**src/rtl/elevator_sched.sv**
```systemverilog
// Single-car elevator scheduler: prescaled motion ticks, SCAN call service, overload hold and rescue halt.
// Define ELEV_SEVSEG_EN to add the two-digit active-low seven-segment floor display output.
module elevator_sched #(
    parameter int NUM_FLOORS = 16,
    parameter int FLOOR_W    = $clog2(NUM_FLOORS),
    parameter int TICK_DIV   = 50_000_000,
    parameter int DOOR_TICKS = 3
) (
    input  logic                  clk,
    input  logic                  reset,
    input  logic                  req_valid,
    input  logic [FLOOR_W-1:0]    req_floor,
    input  logic                  over_weight,
    input  logic                  rescue,
    output logic [FLOOR_W-1:0]    cur_floor,
    output logic [NUM_FLOORS-1:0] pending,
    output logic                  up,
    output logic                  down,
    output logic                  open_door,
    output logic                  weight_alert,
    output logic                  rescue_alert,
    output logic                  busy,
    output logic                  req_err
`ifdef ELEV_SEVSEG_EN
    ,
    output logic [13:0]           seg
`endif
);

    localparam int CNT_W = (TICK_DIV > 1) ? $clog2(TICK_DIV) : 1;
    localparam int TMR_W = (DOOR_TICKS > 0) ? $clog2(DOOR_TICKS + 1) : 1;
    localparam logic [CNT_W-1:0]   CNT_MAX   = CNT_W'(TICK_DIV - 1);
    localparam logic [TMR_W-1:0]   TMR_LOAD  = TMR_W'(DOOR_TICKS);
    localparam logic [FLOOR_W:0]   FLOOR_LIM = (FLOOR_W + 1)'(NUM_FLOORS);

    typedef enum logic [2:0] {S_IDLE, S_UP, S_DOWN, S_DOOR, S_HALT} state_e;

    state_e                  state_q, state_d;
    logic [CNT_W-1:0]        cnt_q;
    logic [FLOOR_W-1:0]      cur_floor_q, cur_floor_d;
    logic [NUM_FLOORS-1:0]   pending_q, pending_d;
    logic [TMR_W-1:0]        timer_q, timer_d;
    logic                    dir_up_q, dir_up_d;
    logic                    up_q, down_q, open_q, weight_q, rescue_alert_q, busy_q, req_err_q;

    logic                    tick, req_ok, req_in_range, req_legal, req_err_d, door_recall;
    logic                    above, below;
    logic [NUM_FLOORS-1:0]   cap_mask, pend_w;
    logic [FLOOR_W-1:0]      floor_up, floor_dn;

    assign tick         = (cnt_q == CNT_MAX);
    assign req_ok       = req_valid && (state_q != S_HALT) && !rescue;
    assign req_in_range = ({1'b0, req_floor} < FLOOR_LIM);
    assign req_legal    = req_ok && req_in_range;
    assign req_err_d    = req_ok && !req_in_range;
    // A call for the open-door floor is absorbed by extending the door instead of latching a bit.
    assign door_recall  = req_legal && (state_q == S_DOOR) && (req_floor == cur_floor_q);
    assign floor_up     = cur_floor_q + 1'b1;
    assign floor_dn     = cur_floor_q - 1'b1;

    always_comb begin
        cap_mask = '0;
        above    = 1'b0;
        below    = 1'b0;
        for (int i = 0; i < NUM_FLOORS; i++) begin
            cap_mask[i] = req_legal && !door_recall && (req_floor == FLOOR_W'(i));
        end
        pend_w = pending_q | cap_mask;
        for (int i = 0; i < NUM_FLOORS; i++) begin
            if (pend_w[i] && (i > int'(cur_floor_q))) above = 1'b1;
            if (pend_w[i] && (i < int'(cur_floor_q))) below = 1'b1;
        end
    end

    // NOTE: every next-state variable gets its hold value first so no path leaves it unassigned (no latches).
    always_comb begin
        state_d     = state_q;
        cur_floor_d = cur_floor_q;
        pending_d   = pend_w;
        timer_d     = timer_q;
        dir_up_d    = dir_up_q;
        if (rescue) begin
            state_d   = S_HALT;
            pending_d = '0;
            timer_d   = '0;
        end else begin
            if (tick) begin
                case (state_q)
                    S_IDLE: begin
                        if (!over_weight) begin
                            if (pend_w[cur_floor_q]) begin
                                state_d                = S_DOOR;
                                timer_d                = TMR_LOAD;
                                pending_d[cur_floor_q] = 1'b0;
                            end else if (above) begin
                                state_d  = S_UP;
                                dir_up_d = 1'b1;
                            end else if (below) begin
                                state_d  = S_DOWN;
                                dir_up_d = 1'b0;
                            end
                        end
                    end
                    S_UP: begin
                        cur_floor_d = floor_up;
                        if (pend_w[floor_up]) begin
                            state_d             = S_DOOR;
                            timer_d             = TMR_LOAD;
                            pending_d[floor_up] = 1'b0;
                        end
                    end
                    S_DOWN: begin
                        cur_floor_d = floor_dn;
                        if (pend_w[floor_dn]) begin
                            state_d             = S_DOOR;
                            timer_d             = TMR_LOAD;
                            pending_d[floor_dn] = 1'b0;
                        end
                    end
                    S_DOOR: begin
                        if (timer_q > TMR_W'(1)) begin
                            timer_d = timer_q - 1'b1;
                        end else if (over_weight) begin
                            timer_d = TMR_LOAD;
                        end else begin
                            timer_d = '0;
                            state_d = S_IDLE;
                            // SCAN: keep sweeping the last direction while it still has calls.
                            if (dir_up_q ? above : !below && above) begin
                                state_d  = S_UP;
                                dir_up_d = 1'b1;
                            end else if (below) begin
                                state_d  = S_DOWN;
                                dir_up_d = 1'b0;
                            end
                        end
                    end
                    S_HALT:  state_d = S_IDLE;
                    default: state_d = S_IDLE;
                endcase
            end
            if (door_recall) begin
                state_d = S_DOOR;
                timer_d = TMR_LOAD;
            end
        end
    end

    // NOTE: sequential state uses non-blocking assignments so every flop samples pre-edge values.
    always_ff @(posedge clk or negedge reset) begin
        if (!reset) begin
            state_q        <= S_IDLE;
            cnt_q          <= '0;
            cur_floor_q    <= '0;
            pending_q      <= '0;
            timer_q        <= '0;
            dir_up_q       <= 1'b1;
            up_q           <= 1'b0;
            down_q         <= 1'b0;
            open_q         <= 1'b0;
            weight_q       <= 1'b0;
            rescue_alert_q <= 1'b0;
            busy_q         <= 1'b0;
            req_err_q      <= 1'b0;
        end else begin
            state_q        <= state_d;
            cnt_q          <= tick ? '0 : cnt_q + 1'b1;
            cur_floor_q    <= cur_floor_d;
            pending_q      <= pending_d;
            timer_q        <= timer_d;
            dir_up_q       <= dir_up_d;
            up_q           <= (state_d == S_UP);
            down_q         <= (state_d == S_DOWN);
            open_q         <= (state_d == S_DOOR);
            weight_q       <= over_weight && ((state_d == S_IDLE) || (state_d == S_DOOR));
            rescue_alert_q <= (state_d == S_HALT);
            busy_q         <= (state_d != S_IDLE);
            req_err_q      <= req_err_d;
        end
    end

    assign cur_floor    = cur_floor_q;
    assign pending      = pending_q;
    assign up           = up_q;
    assign down         = down_q;
    assign open_door    = open_q;
    assign weight_alert = weight_q;
    assign rescue_alert = rescue_alert_q;
    assign busy         = busy_q;
    assign req_err      = req_err_q;

`ifdef ELEV_SEVSEG_EN
    function automatic logic [6:0] seg7(input logic [3:0] d);
        case (d)
            4'd0:    seg7 = 7'b1000000;
            4'd1:    seg7 = 7'b1111001;
            4'd2:    seg7 = 7'b0100100;
            4'd3:    seg7 = 7'b0110000;
            4'd4:    seg7 = 7'b0011001;
            4'd5:    seg7 = 7'b0010010;
            4'd6:    seg7 = 7'b0000010;
            4'd7:    seg7 = 7'b1111000;
            4'd8:    seg7 = 7'b0000000;
            4'd9:    seg7 = 7'b0011000;
            default: seg7 = 7'b1111111;
        endcase
    endfunction

    assign seg = {seg7(4'(int'(cur_floor_q) / 10)), seg7(4'(int'(cur_floor_q) % 10))};
`endif

endmodule

```
**config.mk**
```make
export PLATFORM = sky130hd
export DESIGN_NAME = elevator_sched
export DESIGN_NICKNAME = d
export VERILOG_FILES = /design/src/rtl/elevator_sched.sv
export SDC_FILE = /design/constraint.sdc
export NUM_CORES = 1
export LEC_CHECK = 0
export CAP_MARGIN = 20
export CORE_ASPECT_RATIO = 0.75
export CORE_MARGIN = 2
export CORE_UTILIZATION = 55
export DETAILED_ROUTE_END_ITERATION = 16
export HOLD_SLACK_MARGIN = 0.03
export MAX_ROUTING_LAYER = met4
export PLACE_DENSITY = 0.74
export SETUP_SLACK_MARGIN = 0.02
export SYNTH_ARGS = -nofsm -noshare
export SYNTH_HDL_FRONTEND = slang
export SYNTH_SLANG_ARGS = --single-unit
export TNS_END_PERCENT = 50
```
**constraint.sdc**
```tcl
create_clock -name clk -period 3.7 [get_ports clk]
set_input_delay 0.925 -clock clk [delete_from_list [all_inputs] [get_ports clk]]
set_output_delay 0.925 -clock clk [all_outputs]
set_load 0.02 [all_outputs]
```
After elaboration in Yosys (flattened, before gate mapping) --
Index checks and enable logic that the tools add are counted.
Word-level totals: output and inout bits 27, register bits after elaboration 58
Operators by class: reduce and logical (&&, ||, !) cells 71, $add $sub $neg 4, order comparisons 37, bitwise logic cells 8, equal/unequal tests 33, mux-type cells 84
Operators with widths (count):
- $mux 16 | 6
- $logic_and 1x1->1 | 56
- $and 16x16->16 | 3
- $not 16->16 | 3
- $pmux 16 s3 | 1
- $mux 1 | 44
- $mux 3 | 11
- $eq 4x4->1 const B | 8
- $gt 4x4->1 const A | 8
- $lt 4x4->1 const A | 7
- $add 26x1->26 const B | 1
- $eq 26x26->1 const B | 1
- $mux 26 | 1
- $mux 2 | 11
- $eq 4x3->1 const B | 4
- $gt 3x4->1 const A | 4
- $lt 3x4->1 const A | 4
- $ne 4x4->1 const B | 4
- $or 16x16->16 | 1
- $lt 4x5->1 const B | 3
- $bmux 1 s4 | 3
- $demux 1 s4 | 3
- $eq 3x2->1 const B | 4
- $ge 4x1->1 const B | 3
- 30 further kinds | 43

Logic depth before layout (Yosys ltp) --
depth after elaboration 38, gate-level depth with buffers 16

Worst setup path after synthesis --
No wires, ideal clock.
path kind input to register, start input req_floor[1], end register timer_q[0], setup slack 84 ps, setup time 125 ps, cell stages on the path 13, arrival 3491 ps, buffers on the path 2, cells stage by stage buf_4 xnor2_1 nand4_2 o21a_1 buf_6 a31oi_4 mux4_2 nor3_1 o31a_1 a211oi_2 nor3_1 or3_4 mux2_4
Between the ends: cells in the longest elaborated chain, start to end 10, elaborated cells on any way between the ends 52, classes of those cells eq/ne (20); mux (8); bitwise (1); reduce/logical (23)
Ends and longest elaborated chain:
- from (decl) | RTL line 12 | input logic [FLOOR_W-1:0] req_floor,
- $eq 4x4->1 | RTL line 57 | assign door_recall = req_legal && (state_q == S_DOOR) && (req_floor == cur_floor_q);
- $logic_and 1x1->1 | RTL line 57
- $logic_not 1->1 | RTL line 66 | cap_mask[i] = req_legal && !door_recall && (req_floor == FLOOR_W'(i));
- $logic_and 1x1->1 (2 in series) | RTL line 66
- $or 16x16->16 | RTL line 68 | pend_w = pending_q | cap_mask;
- $bmux 1 s4, on equally long branches | RTL line 114, 106, 91
- $mux 1, on equally long branches | RTL line 114, 106, 91
- $ne 4x4->1 (no source line)
- $reduce_and 6->1 (no source line)
- to (signal assigned) | RTL line 170 | timer_q <= timer_d;
- to (decl) | RTL line 42 | logic [TMR_W-1:0] timer_q, timer_d;
Parallel ways exist; a longest one is shown, timed or not. The select of a mux whose other input is x is not followed. A chain may end at the register's enable or synchronous reset.

Worst setup path after layout --
start input req_floor[2], end register timer_q[0]
The elaborated chain is that of the path after synthesis.

==> summary.txt <==
Route
  • Avg WL per Cell: 24.0 um
  • Antenna-violating nets left: 0
  • Vias: approximately 5,700
  • # DRC: 0
  • Final wirelength: between 15 and 20 mm
  • DR vias/cell: 6.97
  • First-pass DRT Iterations: 7
  • DRT iter0 DRCs: approximately 1,100

Critical path
  • Arrival time worst endpoint: a little under 4 ns
  • Highest fanout seen on the critical path: 7
  • CP endpoint kind: flip-flop
  • Worst Setup Start Kind: input pin
  • WS Path Type: in2reg
  • Worst EP required: approximately 4 ns
  • Worst Reg-to-Reg Cells: 13

Pwr
  • PwrDens: around 290 mW/mm2
  • Maximum vdd drop: about 420 uV
  • Static Leak: between 2 and 3 nW
  • Total power: approximately 1.9 mW

STA
  • Clock Skew: about 0.0077 ns
  • Max Slew Vio Count: 0
  • Fmax: 274 MHz
  • Relative slew margins: roughly 52%
  • Min cycle time layout: around 3.7 ns
  • Count of final setup violators: 0
  • Fin crit share: roughly 99%
  • Slew @ Worst Pin: slightly above 0.7 ns
  • Final hold vios: 0

Cells and area
  • Area Growth Syn to Fin: 34.8%
  • End-of-flow core utilization: about three quarters
  • Share of cells above drive strength 1: between 20% and 30%
  • Fillcell total: 600
  • Area of the multi-input gates: around 0.0032 mm2
  • Antenna diode count: 0
  • Final #Nets: a little over 700
  • Seq. cell area: between 0.001 and 0.0015 mm2

Placed design
  • Hpwl dp: approximately 14 mm
  • Port Buffers: 34
  • Final GP Congestion: approximately 1.1

Min path
  • Worst Hold Class: in2async

Synthesis
  • Seq/Total Area, Yosys: a little under a third
  • Post-synthesis mux area share: around 2.3%
  • Mapped cell area: roughly 0.0048 mm2
  • Top cell type's share of synthesized area: 29.6%
  • Gate count of the mapped netlist: slightly below 600
  • Yosys top cell by area: dfrtp_1
  • Net Count, Synth: about 600
  • Post-Synth Adder-Cell Area: 1.30%
  • Post-Synth Simple-Gate Area: a little over a quarter
  • Synth Area in Compound Gates: about 28%
  • EDFF count, synth: 0
  • Mean Syn Cell Area: slightly above 8 um2
  • Top-count cell post-synth: nor2_1
  • FFs w/ async S/R, synth: 100%
  • Largest family of logic cells by synthesized area: compound AO/OA/AOI/OAI gates
  • Post-synth top cells: nor2_1 (69), dfrtp_1 (57), nand2_1 (50)
  • Top post-synthesis cells by area: dfrtp_1 (30%), nor2_1 (5.4%), a21oi_1 (4.7%)
  • Yosys warnings: 0
  • Distinct cells, synth: between 80 and 90
  • Register bit count reported by yosys: 58
  • Xor/xnor share of the synthesized area: between 6 and 7%
  • Ys flop type: dfrtp_1

Clock network
  • CTS buffer count: 9
  • Max clock buf depth: 2
  • Skew-Pair Late Insertion Delay: 0.33 ns
  • Clock slew at reported path FFs: 0.05 ns
  • CTS tree: built
  • Post-CTS Hold Fix Bufs: 0
  • Htree depth: 3
  • Clock sink total: 58
  • Clk root buf: clkbuf_16

GRT
  • GRT Residual Overflow: 0
  • Largest net degree at the start of global routing: 51
  • First-pass GRT wire length: between 20 and 30 mm
  • Initial antenna violation count: 0
  • Vias in the first global route: 5,085
  • GR Util All Layers: 41.0%

Floorplanning
  • Site Rows: 29
  • Io pins: 36
  • Die height: 85.1 um
  • Initial Util: between 50% and 60%
  • Die area: between 0.009 and 0.01 mm2
  • Die width: ~110 um
  • Core ar.: ~0.0085 mm2

Run status
  • Run status: finished, final reports clean

Job
  • Maxcap violations: 0
-- repair_timing --
action,in CTS,in global routing
setup endpoints to repair,27,26
cloned,0,3
pin swaps,9,19
setup buffers,1,8
resized for setup,14,38
-- cells by family after synthesis --
kind of cell / count (synthesis)
muxes: 8
DFF: 58
AOI/OAI and AO/OA: 181
buffers and inverters: 58
xor gates and xnor gates: 36
adders and majority gates: 5
other: 1
and+or+nand+nor: 241
-- flip-flops by register name, summed over array words and instances, names as in the netlist --
name          cells
rescue_alert      1
cur_floor         4
busy              1
up                1
timer_q           2
state_q           3
pending          16
weight_alert      1
open_door         1
cnt_q            26
dir_up_q          1
down              1
-- through the flow --
stage               area [um2]  setup slack, ns  hold WS [ns]  cells  TNS [ns]
detailed placement        5860           -0.728         0.477    787    -17.59
global placement          5860           -0.773         0.460    787    -18.97
finish                    6500           0.0493         0.476    816         0
global route              6500          -0.0694         0.492    816    -0.129
floorplan                 4830           0.0836         0.439    588         0
CTS                       6250          -0.0111         0.487    804   -0.0329
-- critical path: stages --
cell and delay (ns):
buf_6 0.11, xnor2_4 0.18, nand4_4 0.19, o21a_4 0.28, buf_12 0.15, a31oi_4 0.26, a2111o_1 0.21, o211ai_1 0.11
o31a_1 0.34, buf_4 0.15, a211oi_2 0.16, nor3_2 0.08, or3_4 0.39, mux2_4 0.30
-- report_power, final --
| part | internal, mW | total (mW) | switching (mW) |
|---|---|---|---|
| combinational | 0.123 | 0.327 | 0.203 |
| sequential | 0.639 | 0.647 | 0.00712 |
| clock | 0.626 | 0.920 | 0.295 |
-- metal layers --
| metal | vias up | share of wire (%) | track usage (%) | wire length (um) |
|---|---|---|---|---|
| met2 | 525 | 40 | 53.8 | 7820 |
| met4 | 0 | 2.6 | 7.87 | 505 |
| met5 | - | 0 | - | 0 |
| met1 | 2676 | 39 | 59.1 | 7700 |
| li1 | 2403 | - | - | - |
| met3 | 82 | 18 | 17.0 | 3530 |
-- cell usage in the layout (no fill, tap or decap), types with 4 or more instances in the layout --
master,instances
buf_4,107
a21o_1,5
a211oi_2,4
o21ai_0,18
and2_1,8
a31oi_4,6
and3_1,10
o2111ai_1,5
nand3_1,20
a2111oi_0,4
nor2b_1,12
buf_6,4
xnor2_1,17
clkdlybuf4s50_1,27
inv_1,13
a211oi_1,18
nor2_1,68
nand2_1,50
xor2_1,17
nand4_1,5
clkbuf_16,12
nor3_1,9
or3_1,8
o211ai_1,4
a31oi_1,21
or2_2,4
dfrtp_1,57
a21oi_1,45
nor4_1,7
nand2b_1,7
o22ai_1,5
ha_1,5
-- area by class of cell --
class / instances / share of cell area [%]
multi-input cells: 472 / 49.8
flip-flops and latches: 58 / 22.3
repair buffers: 149 / 19.9
clock buffers: 12 / 3.94
well taps: 108 / 2.08
clock inverters: 4 / 1.13
inverters: 13 / 0.750
-- worst paths after layout --
check,start,to,slack (ns)
min in group clk,cnt_q[11],cnt_q[11],0.49
hold / removal,reset,pending[9],0.48
setup reg to reg,cur_floor[1],timer_q[0],0.07
max in group asynchronous,reset,cnt_q[21],2.54
setup / recovery,req_floor[2],timer_q[0],0.05
hold reg to reg,cnt_q[11],cnt_q[11],0.49
(Power assumes the default switching activity.)
